===== src/rtl/gray_arb_pkg.sv =====
// Shared types, constants and helpers for the Gray-to-binary arbiter.
// Optional grant counter is enabled by GRAY_ARB_CNT_EN.
package gray_arb_pkg;

    localparam int CNT_W   = 16;
    localparam int MAX_REQ = 16;
    localparam int MAX_W   = 32;
    localparam int IDX_W   = 4;

    localparam logic RST_VALID = 1'b0;
    localparam int   RST_PTR   = 0;
    localparam int   RST_ID    = 0;
    localparam int   RST_BIN   = 0;

    typedef struct packed {
        logic             found;
        logic [IDX_W-1:0] idx;
    } pick_t;

    // Prefix XOR from the MSB down; zero-extended upper bits are harmless.
    function automatic logic [MAX_W-1:0] gray2bin(input logic [MAX_W-1:0] g);
        logic [MAX_W-1:0] b;
        b = '0;
        b[MAX_W-1] = g[MAX_W-1];
        for (int k = MAX_W - 2; k >= 0; k--) begin
            b[k] = b[k+1] ^ g[k];
        end
        return b;
    endfunction

    // First set bit at or after ptr, wrapping modulo n.
    function automatic pick_t rr_pick(input logic [MAX_REQ-1:0] valid,
                                      input logic [IDX_W-1:0]   ptr,
                                      input int                 n);
        pick_t r;
        int    j;
        r = '0;
        for (int off = 0; off < MAX_REQ; off++) begin
            j = (int'(ptr) + off) % n;
            if (off < n && !r.found && valid[j]) begin
                r.found = 1'b1;
                r.idx   = IDX_W'(j);
            end
        end
        return r;
    endfunction

endpackage


===== src/rtl/gray_conv_core.sv =====
// Combinational Gray-to-binary converter for one WIDTH-bit word.
// Used once on the granted lane after the arbiter mux.
module gray_conv_core
    import gray_arb_pkg::*;
#(
    parameter int WIDTH = 4
) (
    input  logic [WIDTH-1:0] gray_i,
    output logic [WIDTH-1:0] bin_o
);

    // Convert through the shared package helper.
    always_comb begin
        bin_o = WIDTH'(gray2bin(MAX_W'(gray_i)));
    end

endmodule


===== src/rtl/gray_conv_arbiter.sv =====
// Round-robin shared Gray-to-binary converter with one output register.
// Define GRAY_ARB_CNT_EN to add the saturating grant_cnt output.
module gray_conv_arbiter
    import gray_arb_pkg::*;
#(
    parameter int NUM_REQ = 4,
    parameter int WIDTH   = 4,
    localparam int ID_W   = $clog2(NUM_REQ)
) (
    input  logic                     clk,
    input  logic                     rst_n,
    input  logic [NUM_REQ-1:0]       req_valid,
    input  logic [NUM_REQ*WIDTH-1:0] req_gray,
    output logic [NUM_REQ-1:0]       req_ready,
    output logic                     out_valid,
    input  logic                     out_ready,
    output logic [WIDTH-1:0]         out_binary,
    output logic [ID_W-1:0]          out_id
`ifdef GRAY_ARB_CNT_EN
    ,
    output logic [CNT_W-1:0]         grant_cnt
`endif
);

    logic              out_valid_q;
    logic [WIDTH-1:0]  out_bin_q;
    logic [ID_W-1:0]   out_id_q;
    logic [ID_W-1:0]   rr_q;
    logic [ID_W-1:0]   rr_d;

    pick_t             pick;
    logic [ID_W-1:0]   grant_idx;
    logic              can_accept;
    logic              xfer;
    logic [WIDTH-1:0]  sel_gray;
    logic [WIDTH-1:0]  sel_bin;

    // Rotating-priority grant and the handshake qualifiers.
    always_comb begin
        pick       = rr_pick(MAX_REQ'(req_valid), IDX_W'(rr_q), NUM_REQ);
        grant_idx  = ID_W'(pick.idx);
        can_accept = !out_valid_q || out_ready;
        xfer       = can_accept && pick.found;
        req_ready  = '0;
        if (xfer) begin
            req_ready[grant_idx] = 1'b1;
        end
    end

    // Mux only the granted lane; idle lanes never reach the converter.
    always_comb begin
        sel_gray = '0;
        if (pick.found) begin
            sel_gray = req_gray[int'(grant_idx)*WIDTH +: WIDTH];
        end
    end

    // Pointer moves to the lane just after the winner.
    always_comb begin
        if (grant_idx == ID_W'(NUM_REQ - 1)) begin
            rr_d = '0;
        end else begin
            rr_d = grant_idx + 1'b1;
        end
    end

    gray_conv_core #(
        .WIDTH (WIDTH)
    ) u_core (
        .gray_i (sel_gray),
        .bin_o  (sel_bin)
    );

    // Output stage: load on transfer, drop valid on a bare drain.
    always_ff @(posedge clk or negedge rst_n) begin
        if (!rst_n) begin
            out_valid_q <= RST_VALID;
            out_bin_q   <= WIDTH'(RST_BIN);
            out_id_q    <= ID_W'(RST_ID);
            rr_q        <= ID_W'(RST_PTR);
        end else if (xfer) begin
            out_valid_q <= 1'b1;
            out_bin_q   <= sel_bin;
            out_id_q    <= grant_idx;
            rr_q        <= rr_d;
        end else if (out_ready) begin
            out_valid_q <= 1'b0;
        end
    end

    assign out_valid  = out_valid_q;
    assign out_binary = out_bin_q;
    assign out_id     = out_id_q;

`ifdef GRAY_ARB_CNT_EN
    logic [CNT_W-1:0] cnt_q;

    // Count output handshakes, sticking at all-ones.
    always_ff @(posedge clk or negedge rst_n) begin
        if (!rst_n) begin
            cnt_q <= '0;
        end else if (out_valid_q && out_ready && cnt_q != '1) begin
            cnt_q <= cnt_q + 1'b1;
        end
    end

    assign grant_cnt = cnt_q;
`endif

endmodule


===== config.mk =====
export PLATFORM = sky130hd
export DESIGN_NAME = gray_conv_arbiter
export DESIGN_NICKNAME = d
export VERILOG_FILES = /design/src/rtl/gray_arb_pkg.sv /design/src/rtl/gray_conv_core.sv /design/src/rtl/gray_conv_arbiter.sv
export SDC_FILE = /design/constraint.sdc
export NUM_CORES = 1
export LEC_CHECK = 0
export CAP_MARGIN = 20
export CORE_MARGIN = 2
export CORE_UTILIZATION = 37
export CTS_BUF_LIST = sky130_fd_sc_hd__clkbuf_4 sky130_fd_sc_hd__clkbuf_8
export DETAILED_ROUTE_END_ITERATION = 7
export GPL_TIMING_DRIVEN = 1
export PLACE_DENSITY = 0.73
export SLEW_MARGIN = 20
export SYNTH_ARGS = -nofsm -noshare
export SYNTH_HDL_FRONTEND = slang
export SYNTH_HIERARCHICAL = 1
export SYNTH_SLANG_ARGS = --single-unit

===== constraint.sdc =====
create_clock -name clk -period 1.88 [get_ports clk]
set_input_delay 0.376 -clock clk [delete_from_list [all_inputs] [get_ports clk]]
set_output_delay 0.376 -clock clk [all_outputs]
set_load 0.01 [all_outputs]

==> out/metrics.yaml, run 1 <==
synth-xor-area-share_pct: 6.05
worstSetupPathType: "register to primary output"
drv.max_cap_violation_count: 0
mostFrequentLayoutCells: "25 x sky130_fd_sc_hd__clkdlybuf4s50_1, 22 x sky130_fd_sc_hd__buf_4, 12 x sky130_fd_sc_hd__nand2_1"
seq_total_area_yosys_pct: 32.0
routed_wirelength_mm: 2.29
routed_via_density: 4.82
antenna_cells: 0
syn-mean-instance-area_um2: 9.02
run_status: "finished, violations left"
port_buffers: 33
clk_latency_ns: 0.26
adder_cell_fraction_of_synth_area_pct: 7.12
place_congestion: 0.803
min_path_type: "input pin to asynchronous set/reset pin"
cts-buffers-inserted: 3
final_slew_viol_count: 0
finish.net_count: 167
dp_wirelength_mm: 1.36
first_pass_grt_wire_length_mm: 2.80
yosys_warnings: 6
design_power_total_mw: 1.66
vias: 791
grt_pass1_vias: 741
antenna_violations_before_repair: 0
biggest_fanout_along_the_worst_timing_path: 5
rows: 15
tritoncts: "yes"
mappedNetlistNets: 105
synth_register_bits: 9
async_flop_share_pct: 100
synth_top_family_by_area: "simple AND/OR/NAND/NOR gates"
global_route.usage.met1_pct: 18.6
io_pins: 34
cts-htree-levels: 1
drc_errors: 0
violated_checks: "negative setup slack"
initial_utilization_pct: 39.9
chipHeight_um: 47.6
core_mm2: 0.00176
relSlewSlack_pct: 72.6
final_common_cell: "sky130_fd_sc_hd__clkdlybuf4s50_1"
groute.layer.met2.usage_pct: 34.9
fillerInstances: 125
fmax_ghz: 0.469
ir_worst_vdd_v: 0.000579
final_min_period_over_clock_period_pct: 114
postSynthCellCount: 78
first_pass_iters: 4
power.leakage_nw: 0.647
global_route.overflow_total: 0
final.hold.worst_slack_ns: 0.405
grt_max_degree: 10
drt_iter0_markers: 19
synth_simple_gate_area_share_pct: 25.6
cellPowerDensity_mw_per_mm2: 1170
synth-edff-count: 0
worst_ep_required_time_ns: 1.50
synth.area.mux_share_pct: 11.4
cts-root-to-sink-buffers: 2
synth_area_um2: 703
die-area_mm2: 0.00227
tritoncts_num_sinks: 9
cts-root-buf: "sky130_fd_sc_hd__clkbuf_4"
timing.critical_path.to_type: "primary output"
fin_worst_skew_ns: 0.00274
layout_min_cycle_time_ns: 2.13
grt-busiest-layer: "met2"
routedWlPerCell_um: 13.9
regToRegSetupSlack_ns: -0.22
die_width_um: 47.6
synth_compound_area_share_pct: 10.9
holdBufCountCts: 0
rsz0062_at_grt: "yes"
hold_viol: 0
final_layout_size_suffix_gt1_share_pct: 48.2
clk_pin_slew_ns: 0.07
grt_usage_pct: 17.2
synth_ff_type: "sky130_fd_sc_hd__dfrtp_1"
global_route.usage.met3_pct: 2.64
worst_margin_pin_slew_ns: 0.410
drt.antenna.violating_nets: 0
worst_ep_arrival_time_ns: 1.76
areaGrowthSynthToFinish_pct: 102
netlist-cell-type-count: 28
final-setup-viol-count: 7
critPathLaunchType: "register"
final_critical_path_setup_slack_ns: -0.254
==> flip-flops by register name (all words and copies together), names as in the netlist <==
signal and flops:
out_valid 1, rr_q 2, out_id 2, out_binary 4
==> area by class of cell <==
cell class                 count  area [um2]  share of cell area [%]
multi-input combinational     62         549                    38.7
sequential                     9         225                    15.9
timing repair buffer          61         568                    40.1
tap                           25        31.3                    2.21
clock buffer                   4        30.0                    2.12
inverter                       3        13.8                   0.971
==> where the power goes <==
part | leakage, nW | total (mW) | switching, mW | internal (mW)
Combinational | 0.522 | 1.17 | 0.495 | 0.673
Clock | 0.0184 | 0.172 | 0.0753 | 0.0965
Sequential | 0.106 | 0.316 | 0.0509 | 0.265
Total | 0.647 | 1.66 | 0.622 | 1.03
==> stage by stage <==
step                instances  setup WS [ns]  TNS (ns)  cell area, um2  util, %
finish                    164         -0.254     -1.44            1420     80.4
global route              164         -0.360     -2.15            1420     80.4
CTS                       160         -0.214     -1.23            1260     71.3
detailed placement        148         -0.797     -6.25            1150     65.0
global placement          148         -0.785     -5.93            1150     65.0
floorplan                  78         0.0641         0             703        -
==> cells by family after synthesis <==
group | after synthesis
simple gates | 35
compound gates | 11
flops | 9
mux | 8
buf+inv | 7
xor+xnor | 4
fa+ha+maj | 4
==> Yosys cell counts, types with 2 or more instances <==
| library cell | n | area share, % |
|---|---|---|
| sky130_fd_sc_hd__xnor2_1 | 2 | 2.5 |
| sky130_fd_sc_hd__o22ai_1 | 4 | 3.6 |
| sky130_fd_sc_hd__and3_1 | 4 | 3.6 |
| sky130_fd_sc_hd__nor2_1 | 4 | 2.1 |
| sky130_fd_sc_hd__mux2i_1 | 8 | 11 |
| sky130_fd_sc_hd__inv_1 | 3 | 1.6 |
| sky130_fd_sc_hd__buf_4 | 2 | 2.1 |
| sky130_fd_sc_hd__dfrtp_1 | 9 | 32 |
| sky130_fd_sc_hd__nand3b_1 | 2 | 2.1 |
| sky130_fd_sc_hd__nand2_2 | 2 | 1.8 |
| sky130_fd_sc_hd__buf_6 | 2 | 3.2 |
| sky130_fd_sc_hd__nand2b_1 | 2 | 1.8 |
| sky130_fd_sc_hd__o21ai_0 | 2 | 1.4 |
| sky130_fd_sc_hd__ha_1 | 4 | 7.1 |
| sky130_fd_sc_hd__nand2_1 | 15 | 8.0 |
==> routing by layer <==
layer	part of all wire [%]	wire (um)	vias up
met5	0	0	-
met4	1.8	40	0
met3	4.5	102	5
met2	56	1270	31
met1	38	869	371
li1	-	-	384
==> critical path, stage by stage (launching register included) <==
cell and delay, ns:
sky130_fd_sc_hd__dfrtp_1 0.40, sky130_fd_sc_hd__nor2b_4 0.19, sky130_fd_sc_hd__nand3_2 0.09, sky130_fd_sc_hd__nand4_1 0.12, sky130_fd_sc_hd__buf_6 0.15, sky130_fd_sc_hd__inv_4 0.04, sky130_fd_sc_hd__buf_6 0.11, sky130_fd_sc_hd__ha_4 0.14
sky130_fd_sc_hd__and3_4 0.14, sky130_fd_sc_hd__buf_6 0.11
==> what timing repair did <==
action / 4_1_cts / 5_1_grt
resized for setup: 31 / 32
setup buffers: 11 / 6
setup endpoints to repair: 8 / 8
endpoints found under the hold margin: 0 / 0
pin swaps: 6 / 14
cloned: 0 / 0
==> final timing paths <==
check,endpoint,cells past startpoint,start
min in group clk,out_id[0]$_DFFE_PN0P_,1,out_id[0]$_DFFE_PN0P_
max reg2reg,out_binary[1]$_DFFE_PN0P_,11,rr_q[1]$_DFFE_PN0P_
max in group asynchronous,rr_q[1]$_DFFE_PN0P_,1,rst_n
min,out_binary[1]$_DFFE_PN0P_,1,rst_n
max,req_ready[3],9,rr_q[1]$_DFFE_PN0P_
min reg2reg,out_id[0]$_DFFE_PN0P_,1,out_id[0]$_DFFE_PN0P_
No activity file was read; power rests on OpenSTA's default activity.
==> inputs of run 2 (changes only) <==
--- a/config.mk
+++ b/config.mk
@@ -12,6 +12,7 @@
 export DETAILED_ROUTE_END_ITERATION = 7
 export GPL_TIMING_DRIVEN = 1
 export PLACE_DENSITY = 0.73
+export REMOVE_ABC_BUFFERS = 1
 export SLEW_MARGIN = 20
 export SYNTH_ARGS = -nofsm -noshare
 export SYNTH_HDL_FRONTEND = slang
==> run 2 against run 1 <==
  * The run still ends with negative setup slack left
  * Clock skew is 0.0015 ns lower
  * Clock power down 2%
  * Sequential power hardly changed
  * Final cell count down 3.7%
  * Core utilization is 3.7 points lower
  * Sequential cell count is the same
  * Wire length decreased by 9.6%
  * Via count shrank 4.6%
  * Critical path type unchanged
==> out/metrics.yaml, run 2 (synthesis results as in run 1) <==
run_status: "finished, violations left"
violated_checks: "negative setup slack"
mostFrequentLayoutCells: "25 x sky130_fd_sc_hd__clkdlybuf4s50_1, 16 x sky130_fd_sc_hd__buf_4, 13 x sky130_fd_sc_hd__nand2_1"
worst_ep_arrival_time_ns: 1.82
vias: 755
final_min_period_over_clock_period_pct: 117
place_congestion: 0.746
route.layer.met1.wl_um: 876
cellPowerDensity_mw_per_mm2: 1150
antenna_cells: 0
final_slew_viol_count: 0
drv.max_cap_violation_count: 0
min_path_type: "input pin to asynchronous set/reset pin"
seq_power_share_pct: 20.4
switching_part_of_the_total_power_pct: 37.6
met3_length_um: 111
fin_setup_tns_ns: -1.80
cp_top_family: "flip-flops"
routed_via_density: 4.78
worst_ep_required_time_ns: 1.50
clk_pin_slew_ns: 0.06
antenna_violations_before_repair: 0
share_comb_of_total_power_pct: 68.8
worstSetupPathType: "register to primary output"
holdBufCountCts: 0
final_layout_size_suffix_gt1_share_pct: 44.4
intPower_mw: 0.967
fin_cells: 158
timing.critical_path.to_type: "primary output"
final_common_cell: "sky130_fd_sc_hd__clkdlybuf4s50_1"
final_core_util_pct: 76.7
cp-startpoint: "rr_q[1]$_DFFE_PN0P_"
dr.max_layer_used: "met4"
chipHeight_um: 47.6
hold_viol: 0
multi_input_comb_area_um2: 542
core_mm2: 0.00176
drt.antenna.violating_nets: 0
grt_max_degree: 10
grt_usage_pct: 20.0
first_pass_iters: 4
share_clk_of_total_power_pct: 10.8
cts-htree-levels: 1
tritoncts_num_sinks: 9
clk_latency_ns: 0.27
grt_pass1_vias: 784
critPathLaunchType: "register"
io_pins: 34
path_buf_inv: 3
worstReg2RegStart: "rr_q[1]$_DFFE_PN0P_"
wl_met2_mm: 1.05
final-setup-viol-count: 7
layout_min_cycle_time_ns: 2.19
ir_worst_vdd_v: 0.000738
finish.net_count: 161
placed_cells_incl_taps: 145
first_pass_grt_wire_length_mm: 3.08
max_stage_delay_on_crit_path_ns: 0.42
critical-path-slowest-cell: "sky130_fd_sc_hd__dfrtp_1"
fmax_ghz: 0.456
final_critical_path_setup_slack_ns: -0.314
routed_wirelength_mm: 2.07
initial_utilization_pct: 39.9
port_buffers: 33
relSlewSlack_pct: 72.8
worst_margin_pin_slew_ns: 0.407
net-switching-power_mw: 0.584
tritoncts: "yes"
rows: 15
cts-root-buf: "sky130_fd_sc_hd__clkbuf_4"
die-area_mm2: 0.00227
drt_iter0_markers: 8
biggest_fanout_along_the_worst_timing_path: 4
register_area_um2: 225
power.leakage_nw: 0.623
cts-buffers-inserted: 3
rsz0062_at_grt: "yes"
fin_worst_skew_ns: 0.00125
routedWlPerCell_um: 13.1
drc_errors: 0
cts-root-to-sink-buffers: 2
crit_chain: "nor2b_4, buf_4, o21ai_2, o211ai_4, inv_2, ha_4, and3_4, buf_6"
die_width_um: 47.6
fillerInstances: 137
global_route.overflow_total: 0
areaGrowthSynthToFinish_pct: 92.3
final.hold.worst_slack_ns: 0.403
dp_wirelength_mm: 1.33
max_ffs_per_register: 4
## run 2: power groups by stage
stage	Clock, mW	Combinational (mW)	Sequential [mW]
6_report	0.168	1.07	0.316
5_1_grt	0.190	1.15	0.322
4_1_cts	0.174	1.05	0.311
3_5_place_dp	0	0.788	0.312
3_3_place_gp	0	0.780	0.310
2_1_floorplan	0	0.402	0.335
## run 2: path summary, 6_finish.rpt
kind / endpoint / depth (start not counted) / slack (ns)
setup / recovery: req_ready[3] / 8 / -0.31
hold / removal: out_binary[1]$_DFFE_PN0P_ / 1 / 0.40
setup reg to reg: out_binary[1]$_DFFE_PN0P_ / 10 / -0.23
hold reg to reg: out_binary[2]$_DFFE_PN0P_ / 2 / 0.48
max in group asynchronous: out_binary[3]$_DFFE_PN0P_ / 1 / 1.19
min in group clk: out_binary[2]$_DFFE_PN0P_ / 2 / 0.48
## run 2: layout make-up
cell class                 count  area share (%)
clock buffer                   4            2.22
inverter                       3           0.833
timing repair buffer          55            37.9
multi-input combinational     62            40.1
sequential                     9            16.7
tap                           25            2.31
## run 2: timing repair
item	4_1_cts	5_1_grt
endpoints found under the setup margin	8	9
setup buffers	15	2
pin swaps	5	7
resized for setup	49	13
gates cloned	0	0
## run 2: worst register-to-register path, stage by stage, from the launching register on
cell and delay, ns:
sky130_fd_sc_hd__dfrtp_1 0.42, sky130_fd_sc_hd__nor2b_4 0.16, sky130_fd_sc_hd__nand3_2 0.08, sky130_fd_sc_hd__nand4_1 0.24, sky130_fd_sc_hd__buf_6 0.25, sky130_fd_sc_hd__mux2i_2 0.15
sky130_fd_sc_hd__o22ai_2 0.22, sky130_fd_sc_hd__xor2_2 0.24, sky130_fd_sc_hd__xor2_1 0.16, sky130_fd_sc_hd__nand2_1 0.06, sky130_fd_sc_hd__nand2_1 0.06
## run 2: routing by layer
metal	global-route usage (%)	vias up
met5	0	-
met4	9.19	0
met3	6.42	4
met2	38.4	31
met1	19.1	345
li1	-	375
## run 2: through the flow
step	instance area [um2]	setup WS (ns)	power [mW]
after detailed placement	1120	-0.800	1.10
after floorplan	666	-0.181	0.737
after CTS	1340	-0.223	1.54
after global routing	1350	-0.411	1.66
final	1350	-0.314	1.55
after global placement	1120	-0.750	1.09
==> inputs of run 3 (changes only) <==
--- a/config.mk
+++ b/config.mk
@@ -10,10 +10,11 @@
 export CORE_UTILIZATION = 37
 export CTS_BUF_LIST = sky130_fd_sc_hd__clkbuf_4 sky130_fd_sc_hd__clkbuf_8
 export DETAILED_ROUTE_END_ITERATION = 7
+export GPL_ROUTABILITY_DRIVEN = 0
 export GPL_TIMING_DRIVEN = 1
 export PLACE_DENSITY = 0.73
 export REMOVE_ABC_BUFFERS = 1
-export SLEW_MARGIN = 20
+export SLEW_MARGIN = 10
 export SYNTH_ARGS = -nofsm -noshare
 export SYNTH_HDL_FRONTEND = slang
 export SYNTH_HIERARCHICAL = 1
==> results of run 3 <==
The final DEF is identical to that of run 2; final timing and power are the same.
